==> src/rtl/mio_axis_fifo.sv <==
// mio_axis_fifo: AXI4-Stream synchronous FIFO, registered outputs, full sideband.
// Define MIO_AXIS_FIFO_PKT_MODE_EN for store-and-forward with a full-FIFO cut-through escape.
module mio_axis_fifo #(
   parameter int DATA_WIDTH = 32,
   parameter int ID_WIDTH   = 8,
   parameter int DEST_WIDTH = 4,
   parameter int USER_WIDTH = 1,
   parameter int DEPTH      = 16
) (
   input  logic                        aclk,
   input  logic                        areset,
   input  logic                        s_tvalid,
   output logic                        s_tready,
   input  logic [DATA_WIDTH-1:0]       s_tdata,
   input  logic [DATA_WIDTH/8-1:0]     s_tstrb,
   input  logic [DATA_WIDTH/8-1:0]     s_tkeep,
   input  logic                        s_tlast,
   input  logic [ID_WIDTH-1:0]         s_tid,
   input  logic [DEST_WIDTH-1:0]       s_tdest,
   input  logic [USER_WIDTH-1:0]       s_tuser,
   output logic                        m_tvalid,
   input  logic                        m_tready,
   output logic [DATA_WIDTH-1:0]       m_tdata,
   output logic [DATA_WIDTH/8-1:0]     m_tstrb,
   output logic [DATA_WIDTH/8-1:0]     m_tkeep,
   output logic                        m_tlast,
   output logic [ID_WIDTH-1:0]         m_tid,
   output logic [DEST_WIDTH-1:0]       m_tdest,
   output logic [USER_WIDTH-1:0]       m_tuser,
   output logic [$clog2(DEPTH):0]      level
);
   localparam int NB = DATA_WIDTH / 8;
   localparam int AW = $clog2(DEPTH);
   localparam int LW = AW + 1;
   localparam int PW = DATA_WIDTH + 2 * NB + 1 + ID_WIDTH + DEST_WIDTH + USER_WIDTH;
   logic [PW-1:0] mem [DEPTH];
   logic [PW-1:0] s_pay, m_pay, head;
   logic [LW-1:0] wr_ptr, rd_ptr, wr_nxt, rd_nxt, lvl_nxt;
   logic          push, pop, full_nxt, v_nxt;
   assign s_pay = {s_tdata, s_tstrb, s_tkeep, s_tlast, s_tid, s_tdest, s_tuser};
   assign {m_tdata, m_tstrb, m_tkeep, m_tlast, m_tid, m_tdest, m_tuser} = m_pay;
   assign push     = s_tvalid & s_tready;
   assign pop      = m_tvalid & m_tready;
   assign wr_nxt   = wr_ptr + LW'(push);
   assign rd_nxt   = rd_ptr + LW'(pop);
   assign lvl_nxt  = wr_nxt - rd_nxt;
   assign level    = wr_ptr - rd_ptr;
   assign full_nxt = (wr_nxt[AW] != rd_nxt[AW]) && (wr_nxt[AW-1:0] == rd_nxt[AW-1:0]);
   // The next head is the incoming beat when the slot it lands in is the one being presented
   assign head = (push && rd_nxt == wr_ptr) ? s_pay : mem[rd_nxt[AW-1:0]];
`ifdef MIO_AXIS_FIFO_PKT_MODE_EN
   logic [LW-1:0] pkt_cnt, pkt_nxt;
   logic          esc, esc_nxt;
   assign pkt_nxt = pkt_cnt + LW'(push && s_tlast) - LW'(pop && m_tlast);
   // Escape latches on full and holds until the oversized packet's tlast beat leaves
   assign esc_nxt = full_nxt || (esc && !(pop && m_tlast));
   assign v_nxt   = (lvl_nxt != '0) && ((pkt_nxt != '0) || esc_nxt);
   always_ff @(posedge aclk) begin
      if (areset) begin
         pkt_cnt <= '0;
         esc     <= 1'b0;
      end else begin
         pkt_cnt <= pkt_nxt;
         esc     <= esc_nxt;
      end
   end
`else
   assign v_nxt = lvl_nxt != '0;
`endif
   always_ff @(posedge aclk) begin
      if (push) mem[wr_ptr[AW-1:0]] <= s_pay;
   end
   always_ff @(posedge aclk) begin
      if (areset) begin
         wr_ptr   <= '0;
         rd_ptr   <= '0;
         s_tready <= 1'b0;
         m_tvalid <= 1'b0;
         m_pay    <= '0;
      end else begin
         wr_ptr   <= wr_nxt;
         rd_ptr   <= rd_nxt;
         s_tready <= !full_nxt;
         m_tvalid <= v_nxt;
         if (v_nxt && (pop || !m_tvalid)) m_pay <= head;
      end
   end
endmodule

==> config.mk <==
export PLATFORM = sky130hd
export DESIGN_NAME = mio_axis_fifo
export DESIGN_NICKNAME = d
export VERILOG_FILES = /design/src/rtl/mio_axis_fifo.sv
export SDC_FILE = /design/constraint.sdc
export NUM_CORES = 1
export LEC_CHECK = 0
export BUFFER_PORTS_ARGS = -buffer_cell sky130_fd_sc_hd__buf_4
export CAP_MARGIN = 20
export CORE_MARGIN = 2
export CORE_UTILIZATION = 48
export DETAILED_ROUTE_END_ITERATION = 12
export GPL_TIMING_DRIVEN = 0
export PLACE_DENSITY = 0.64
export SLEW_MARGIN = 30
export SYNTH_ARGS = -nofsm -noshare
export SYNTH_HDL_FRONTEND = slang
export SYNTH_SLANG_ARGS = --single-unit
==> constraint.sdc <==
create_clock -name aclk -period 9.88 [get_ports aclk]
set_clock_uncertainty 0.1 [all_clocks]
set_input_delay 0.988 -clock aclk [delete_from_list [all_inputs] [get_ports aclk]]
set_output_delay 0.988 -clock aclk [all_outputs]
set_load 0.02 [all_outputs]
==> results.md, run 1 <==
- The flow ran to the end, and the final reports show no timing, DRC or antenna violations.
- The clock reaches the later pin of the worst-skew pair after 0.64 ns.
- In the final timing run, aggregate negative setup slack is 0 ns.
- IR analysis of the VDD net gives a maximum drop of 0.137 mV.
- The startpoint identified for the worst register-to-register timing path is m_tvalid.
- The layout overhead on the synthesized area is 18.0%.
- The launching element type of the critical path is a primary input.
- The worst register-to-register path ends at m_pay[45].
- The ratio of cells with drive above 1 in the final layout is 36.1%.
- The warning count from the yosys run is 0.
- The final layout contains 2,159 nets.
- After detailed placement, the total cell area comes to 40,600 um^2.
- The longest clock path from root to sink contains 3 buffers.
- The number of nets still failing antenna checks after routing is 0.
- For this run, the register share of the synthesized area comes to 74.0%.
- At the end of routability-driven placement, the weighted congestion stood at 0.749.
- Counting tap cells, the placed design contains a total of 3,023 instances.
- The die area is 79,000 um^2.
- The hold path startpoint is m_pay[6].
- The combined area of the multi-input logic cells is 9190 um^2.
- The final worst-path setup slack is 4.97 ns.
- The mapped netlist covers 36,800 um^2.
- Before antenna repair, the detailed router went through 5 iterations.
- Of all flip-flops after synthesis, the portion carrying an async set or reset was 0%.
- Yosys mapped the design onto 38 distinct sky130hd cell types.
- In this run, the number of DRC markers left after iteration 0 of detailed routing was 1,628.
- Across the whole layout, storage elements account for 27,300 um^2.
- The relative slew slack is 33.7%.
- Setup repair after global routing left no endpoint under its margin.
- The gate count of the mapped netlist is 1,795.
- The number of sinks driven by the clock tree is 930.
- The internal power of the cells totals 7.30 mW.
- Leaving out filler cells and counting taps, the final layout contains 3,191.
- The count of filler cells inserted in the layout is 5,531.
- For this design the top-level I/O count stands at 119.
- After detailed routing, no signal wire sits above met5.
- The die extent in y is 281 um.
- The via-per-instance ratio is 5.75.
- The synthesized net count is 1,866.
- The required time of the worst setup path is 10.28 ns.
- At the end of the flow the core is filled with cells to 57.3%.
- The count of cells along the worst hold path is 2.
- The cell area power density is 228 nW/um^2.
- The combinational share of power is 20.5%.
- The end of the worst hold path is m_pay[6].
- In this run, flip-flops and latches consume 45.6% of the power.
- The wire length on met2 is 42.4 mm.
- Dividing the detail-routed wire length by the instance count gives 26.4 um.
- The top cell types in the final layout, fill and taps aside, are edfxtp_1 (864), mux4_2 (216), mux2_2 (162), buf_4 (158), nor2_1 (116).
- The dominant register cell in the synthesized netlist is edfxtp_1.
- The number of cells on the worst reg-to-reg path is 13.
- For flop-to-flop paths, the worst setup slack is 5.09 ns.
- The switching power summed over all nets is 2.63 mW.
- The upper clock frequency limit is 204 MHz.
- The clock period could shrink to 4.91 ns.
- After layout, the worst path uses 49.7% of the clock period.
- The most common library cell in the layout ignoring fill and taps is edfxtp_1.
- The quantity of hold-fixing buffers added after cts is 0.
- Counting flops with a built-in enable in the synthesized netlist gives 864.
- Detailed placement finished with a half-perimeter wire length of 55.8 mm.
- The global router's overall resource usage is 21.8%.
- The cell at the root of the clock tree is clkbuf_16.
- Final hold analysis gives a worst-case slack of 0.472 ns.
- At the pin with the least slew margin, the transition time is 0.994 ns.
- The routed wire length is 84.3 mm.
- After clock tree synthesis, the clock-pin slew on the worst setup and hold paths is 0.06 ns.
- The number of DRC violations after detailed routing is 0.
- Net switching is 26.5% of the power.
- The signal arrival time at the worst endpoint is 5.31 ns.
- The final-report hold violation count is 0.
- The CTS buffer count is 93.
- The clock tree from TritonCTS is built.
- In this run the tool buffered the top-level ports with 117 buffer cells.
- The wire length of the first global-routing pass is 125 mm.
- Entering global routing, the biggest net connects 19 pins.
- Per report_power, the clock group accounts for 34.0% of the total.
- The setup violation total in the final timing report is 0.
- The placement row count is 101.
- The average cell area after synthesis is 20.5 um^2.
- The number of global-route vias before repair is 19,300.
- Summed over all nets, wire length on met3 after detailed routing comes to 4.73 mm.
- The number of antenna violations at the first check in global routing is 3.
- After synthesis the netlist holds a flip-flop and latch count of 930.
- The highest fanout seen on the critical path is 10.
- The remaining global-route overflow is 0.
- The count of buffers added by post-CTS timing repair for setup is 0.
- The element type at the critical path end is a flop.
- The max-slew violation total from the final report was 0.
- The design draws 9.93 mW.
- The total leakage power is 14.3 nW.
- The number of gates resized after cts is 0.
- Once the floorplan was initialized, standard cells occupied 48.5% of the core.
- At the placement stage, the worst setup path has a slack of 4.33 ns.
- The finished cells cover 43,500 um^2.
- Summing over every cut layer, the via total after detailed routing is 18,400.
- The min-delay analysis places its worst path in the category flop to flop.
- The H-tree was split into 3 levels.
- The worst setup path is of the primary input to flop kind.
- The core region is 75,900 um^2.
- The die is 281 um wide.
- The total of max-cap violations is 0.
- For this block, wires on met1 add up to 35.4 mm.
- The number of diodes is 0.
[area by class of cell]
| class | instances | area share [%] |
|---|---|---|
| Tap cell | 1030 | 2.96 |
| Clock buffer | 115 | 5.64 |
| Timing Repair Buffer | 198 | 5.34 |
| Clock inverter | 53 | 1.03 |
| Multi-Input combinational cell | 748 | 21.1 |
| Inverter | 11 | 0.0949 |
| Buffer | 106 | 1.13 |
| Sequential cell | 930 | 62.7 |
[worst max-delay path by stage]
stage	start	end	slack (ns)	cells after the start
floorplan	s_tvalid	mem[0][0]	3.79	4
global placement	s_tvalid	mem[0][0]	-1.26	5
detailed placement	m_tready	m_pay[28]	4.33	14
CTS	m_tready	m_pay[28]	4.99	14
global route	m_tready	m_pay[46]	4.82	14
finish	m_tready	m_pay[45]	4.97	14
[synth_stat cells, types with 2 or more instances]
library cell / instances / area, um^2
buf_4: 4 / 30.0
clkbuf_1: 44 / 165
mux2i_1: 55 / 551
nand2b_1: 3 / 18.8
nand3b_1: 3 / 22.5
inv_1: 11 / 41.3
o211ai_1: 2 / 15.0
a21o_1: 2 / 15.0
edfxtp_1: 864 / 25900
nor3_1: 6 / 30.0
nor2_1: 128 / 480
xor2_2: 2 / 32.5
a21oi_1: 59 / 295
nand3_1: 8 / 40.0
buf_2: 49 / 245
dfxtp_1: 66 / 1320
xnor2_2: 2 / 32.5
ha_1: 12 / 150
xor2_1: 5 / 43.8
xnor2_1: 10 / 87.6
buf_1: 6 / 22.5
nand2_1: 3 / 11.3
nor2b_1: 5 / 31.3
mux4_2: 216 / 4860
mux2_2: 162 / 1820
and2_1: 2 / 12.5
o31ai_1: 54 / 405
clkbuf_4: 2 / 15.0
[cell families (layout without fill, tap and decap cells)]
kind of cell	count (synthesis)	in the layout	share of synthesized area, %
adder cells (fa/ha/maj)	13	13	0.462
flip-flops	930	930	74.0
buffers and inverters	117	483	1.44
XOR/XNOR	19	19	0.533
multiplexers	433	433	19.6
AO/OA/AOI/OAI	121	121	2.08
AND/OR/NAND/NOR	162	162	1.84
[state kept, by name, indices dropped and copies added (netlist names)]
signal    count
s_tready      1
mem         864
rd_ptr        5
wr_ptr        5
m_pay        54
m_tvalid      1
[layer usage]
metal | up-vias | track usage [%]
li1 | 7955 | -
met1 | 9728 | 29.5
met2 | 545 | 36.6
met3 | 122 | 3.90
met4 | 4 | 6.03
met5 | - | 0
[worst max-delay path, cell delays in order]
cell	delay (ns)
buf_4	0.11
and2_1	0.15
ha_1	0.19
ha_1	0.27
xnor2_2	0.31
buf_2	0.44
buf_1	0.67
ha_1	0.38
a21oi_1	0.22
o2111a_1	0.24
nand3_2	0.54
clkbuf_1	0.41
o31ai_1	0.28
a21oi_1	0.07
[power by group through the flow]
| stage | logic [mW] | registers, mW | clock network (mW) |
|---|---|---|---|
| 2_1_floorplan | 1.23 | 4.71 | 0 |
| 3_3_place_gp | 2.00 | 4.60 | 0 |
| 3_5_place_dp | 2.06 | 4.60 | 0 |
| 4_1_cts | 2.07 | 4.52 | 3.44 |
| 5_1_grt | 2.18 | 4.54 | 3.59 |
| 6_report | 2.03 | 4.52 | 3.37 |
Note: power is estimated with default switching activity, not from simulation.
==> run 2: changes to the inputs <==
- clock period: 9.88 -> 4.6 ns (I/O delays scaled with it)
==> run 2 against run 1 <==
Final cell count grew 0.63%. Highest routed layer unchanged. Die area is the same. Via count grew 0.42%. Count of clock-buffer cells in the layout grew 4. Critical endpoint is now m_pay[50]. Sequential power grew 110%. Routed wire length grew 1.2%. Clock power grew 130%. Combinational power grew 120%. Sequential share of layout area shrank 0.81 points. Power grew 120%. Global-route usage grew 0.37 points. Setup slack lost 4.7 ns.
==> results.md, run 2 (same netlist as run 1, synthesis figures left out) <==
- At the later pin of the worst-skew pair, clock insertion delay measures 0.66 ns.
- Derived from the worst setup path, the maximum achievable clock frequency is 233 MHz.
- The largest stage delay on the critical path is 0.59 ns.
- The number of standard cells in the final layout excluding fillers is 3,211.
- The hold path startpoint is s_tdata[2].
- Setup repair after global routing left no endpoint under its margin.
- After the last flow step, the layout net total stands at 2,170.
- The count of cells along the worst hold path is 1.
- After routing, the total negative slack on setup checks comes to 0 ns.
- The global router's overall resource usage is 22.2%.
- The final layout contains routed wiring with a total length of 85.4 mm.
- The final-report hold violation count came to 0.
- The cell area power density is 501 nW/um^2.
- Counting along the longest clock path gives a buffer depth of 3.
- The most prevalent standard cell on the critical path is ha_1.
- The iteration-0 DRC count of the detailed router is 1,681.
- The number of H-tree branching levels is 3.
- The floorplan has 101 rows.
- The relative slew slack is 35.2%.
- The total of max-cap violations is 0.
- The launching element type of the critical path is a flop.
- In the post-route analysis, the smallest setup slack over all paths is 0.302 ns.
- The area after detailed placement is 40,500 um^2.
- The first-pass detailed-route iteration total is 5.
- TritonCTS created 95 clock buffers.
- Across all hold checks on the routed design, the worst slack comes to 0.0342 ns.
- The layout overhead on the synthesized area is 19.6%.
- The setup path with the least slack is of type flop to flop.
- In this run, placement finished with an instance count of 3,005.
- The library cells used most frequently in the layout, excluding fill and tap cells, are edfxtp_1 (864), mux4_2 (216), mux2_2 (162), buf_4 (124), nor2_1 (116).
- In this run the remaining antenna-violating nets after routing total 0.
- Once the floorplan was initialized, standard cells occupied 48.5% of the core.
- The element type at the critical path end is a flop.
- The number of buffers inserted by port buffering is 117.
- After legalization and detailed placement, the total HPWL measured 54.9 mm.
- The number of global-route vias before repair is 19,300.
- The remaining global-route overflow is 0.
- The core region is 75,900 um^2.
- The die is 281 um wide.
- The number of antenna violations at the first check in global routing came to 4.
- The number of diodes is 0.
- Setup violations remaining at the end of the flow were counted as 0.
- The library cell used most frequently in the layout, excluding fill and tap cells, is edfxtp_1.
- The clock edge transition at the registers on the reported setup and hold paths is 0.06 ns.
- STA puts the critical path data required time at 5.01 ns.
- In this run the critical register-to-register path is launched from m_tvalid.
- CTS saw 930 sinks.
- Counting cells, the worst reg-to-reg path comes to 14.
- The worst path in the final design needs a cycle of 4.30 ns, including I/O delays and setup.
- In the final layout, the share of cells above drive strength 1 is 36.2%.
- In this run the number of cells on the critical path is 14.
- The detail-routed net length per standard cell is 26.6 um.
- The share of the clock period used by the worst path is 93.4%.
- The slew at the pin with the worst max-slew slack is 0.972 ns.
- Together, buffers and inverters on the worst path number 4.
- The largest net degree at the start of global routing is 19.
- For this design the static power due to leakage is 14.4 nW.
- Summing over every cut layer, the via total after detailed routing is 18,400.
- The peak supply drop is 0.335 mV.
- Data arrives at the worst endpoint at 4.71 ns.
- The die area is 79,000 um^2.
- The max-slew violation total from the final report came to 0.
- Counting the fill cells in the layout gives 5,522.
- The die extent in y is 281 um.
- Timing analysis after detailed placement gives a worst setup slack of -0.346 ns.
- The slowest cell on the critical path is clkbuf_1.
- The flip-flop count of the largest register, all copies and words added is 864.
- 119 I/O pins were placed.
- The cell sitting at the root of the clock tree is a clkbuf_16.
- Dividing the detail-routed via count by the number of cells gives 5.74.
- The area of all placed cells without fillers is 44,100 um^2.
- The wire length of the first global-routing pass is 127 mm.
- The flow ran to the end, and the final reports show no timing, DRC or antenna violations.
- The clock tree from TritonCTS is built.
- The worst setup path startpoint is m_tvalid.
- Of all nets on the critical path, the largest fanout is 10.
- The congestion estimate from routability-driven global placement came to 0.747.
- Traced cell by cell, the critical path runs through and2_1 -> ha_1 -> ha_1 -> clkbuf_2 -> inv_1 -> clkbuf_1 -> ha_1 -> nand2b_1 -> xnor2_1 -> o2111a_1 -> nand3_4 -> clkbuf_1 -> o31ai_1 -> a21oi_1.
- The number of DRC violations after detailed routing is 0.
- The largest delay contributor family on the critical path is buffers and inverters.
- In this run the worst hold path is classified as primary input to flop.
[run 2: area by class of cell]
cell class,instances,area [um^2],area share [%]
Sequential cell,930,27300,61.9
Clock buffer,119,2560,5.81
Clock inverter,60,686,1.56
Buffer,105,490,1.11
Tap cell,1030,1290,2.92
Timing Repair Buffer,208,2520,5.71
Inverter,11,41.3,0.0937
Multi-Input combinational cell,748,9220,20.9
[run 2: metal layers]
metal / track usage, % / vias to the layer above / wire, um
li1: - / 7972 / -
met1: 29.8 / 9812 / 35400
met2: 37.6 / 519 / 43400
met3: 3.49 / 122 / 4580
met4: 6.49 / 6 / 1990
met5: 0 / - / 33
[run 2: report_power, final]
part / internal, mW / total, mW / leakage (nW) / switching [mW]
logic: 2.07 / 4.47 / 4.54 / 2.40
clock network: 4.70 / 7.91 / 1.57 / 3.21
registers: 9.51 / 9.70 / 8.33 / 0.198
[run 2: worst paths after layout]
| kind | end | slack, ns |
|---|---|---|
| worst max-delay path | m_pay[50] | 0.30 |
| worst min-delay path | mem[11][24] | 0.03 |
| worst max register to register | m_pay[50] | 0.30 |
| worst min register to register | m_pay[11] | 0.47 |
[run 2: per-stage QoR]
stage / power [mW] / utilization (%)
6_report: 22.1 / 58.0
5_1_grt: 22.9 / 58.0
4_1_cts: 22.3 / 58.0
3_5_place_dp: 14.3 / 53.4
3_3_place_gp: 14.2 / 51.4
2_1_floorplan: 12.8 / -
[run 2: repair_timing]
| item | in CTS | in global routing |
|---|---|---|
| hold buffers | 23 | 0 |
| gates resized for setup | 1 | 0 |
| setup endpoints to repair | 50 | 50 |
| hold endpoints to repair | 208 | 0 |
| pin swaps | 2 | 0 |
| setup buffers | 3 | 2 |
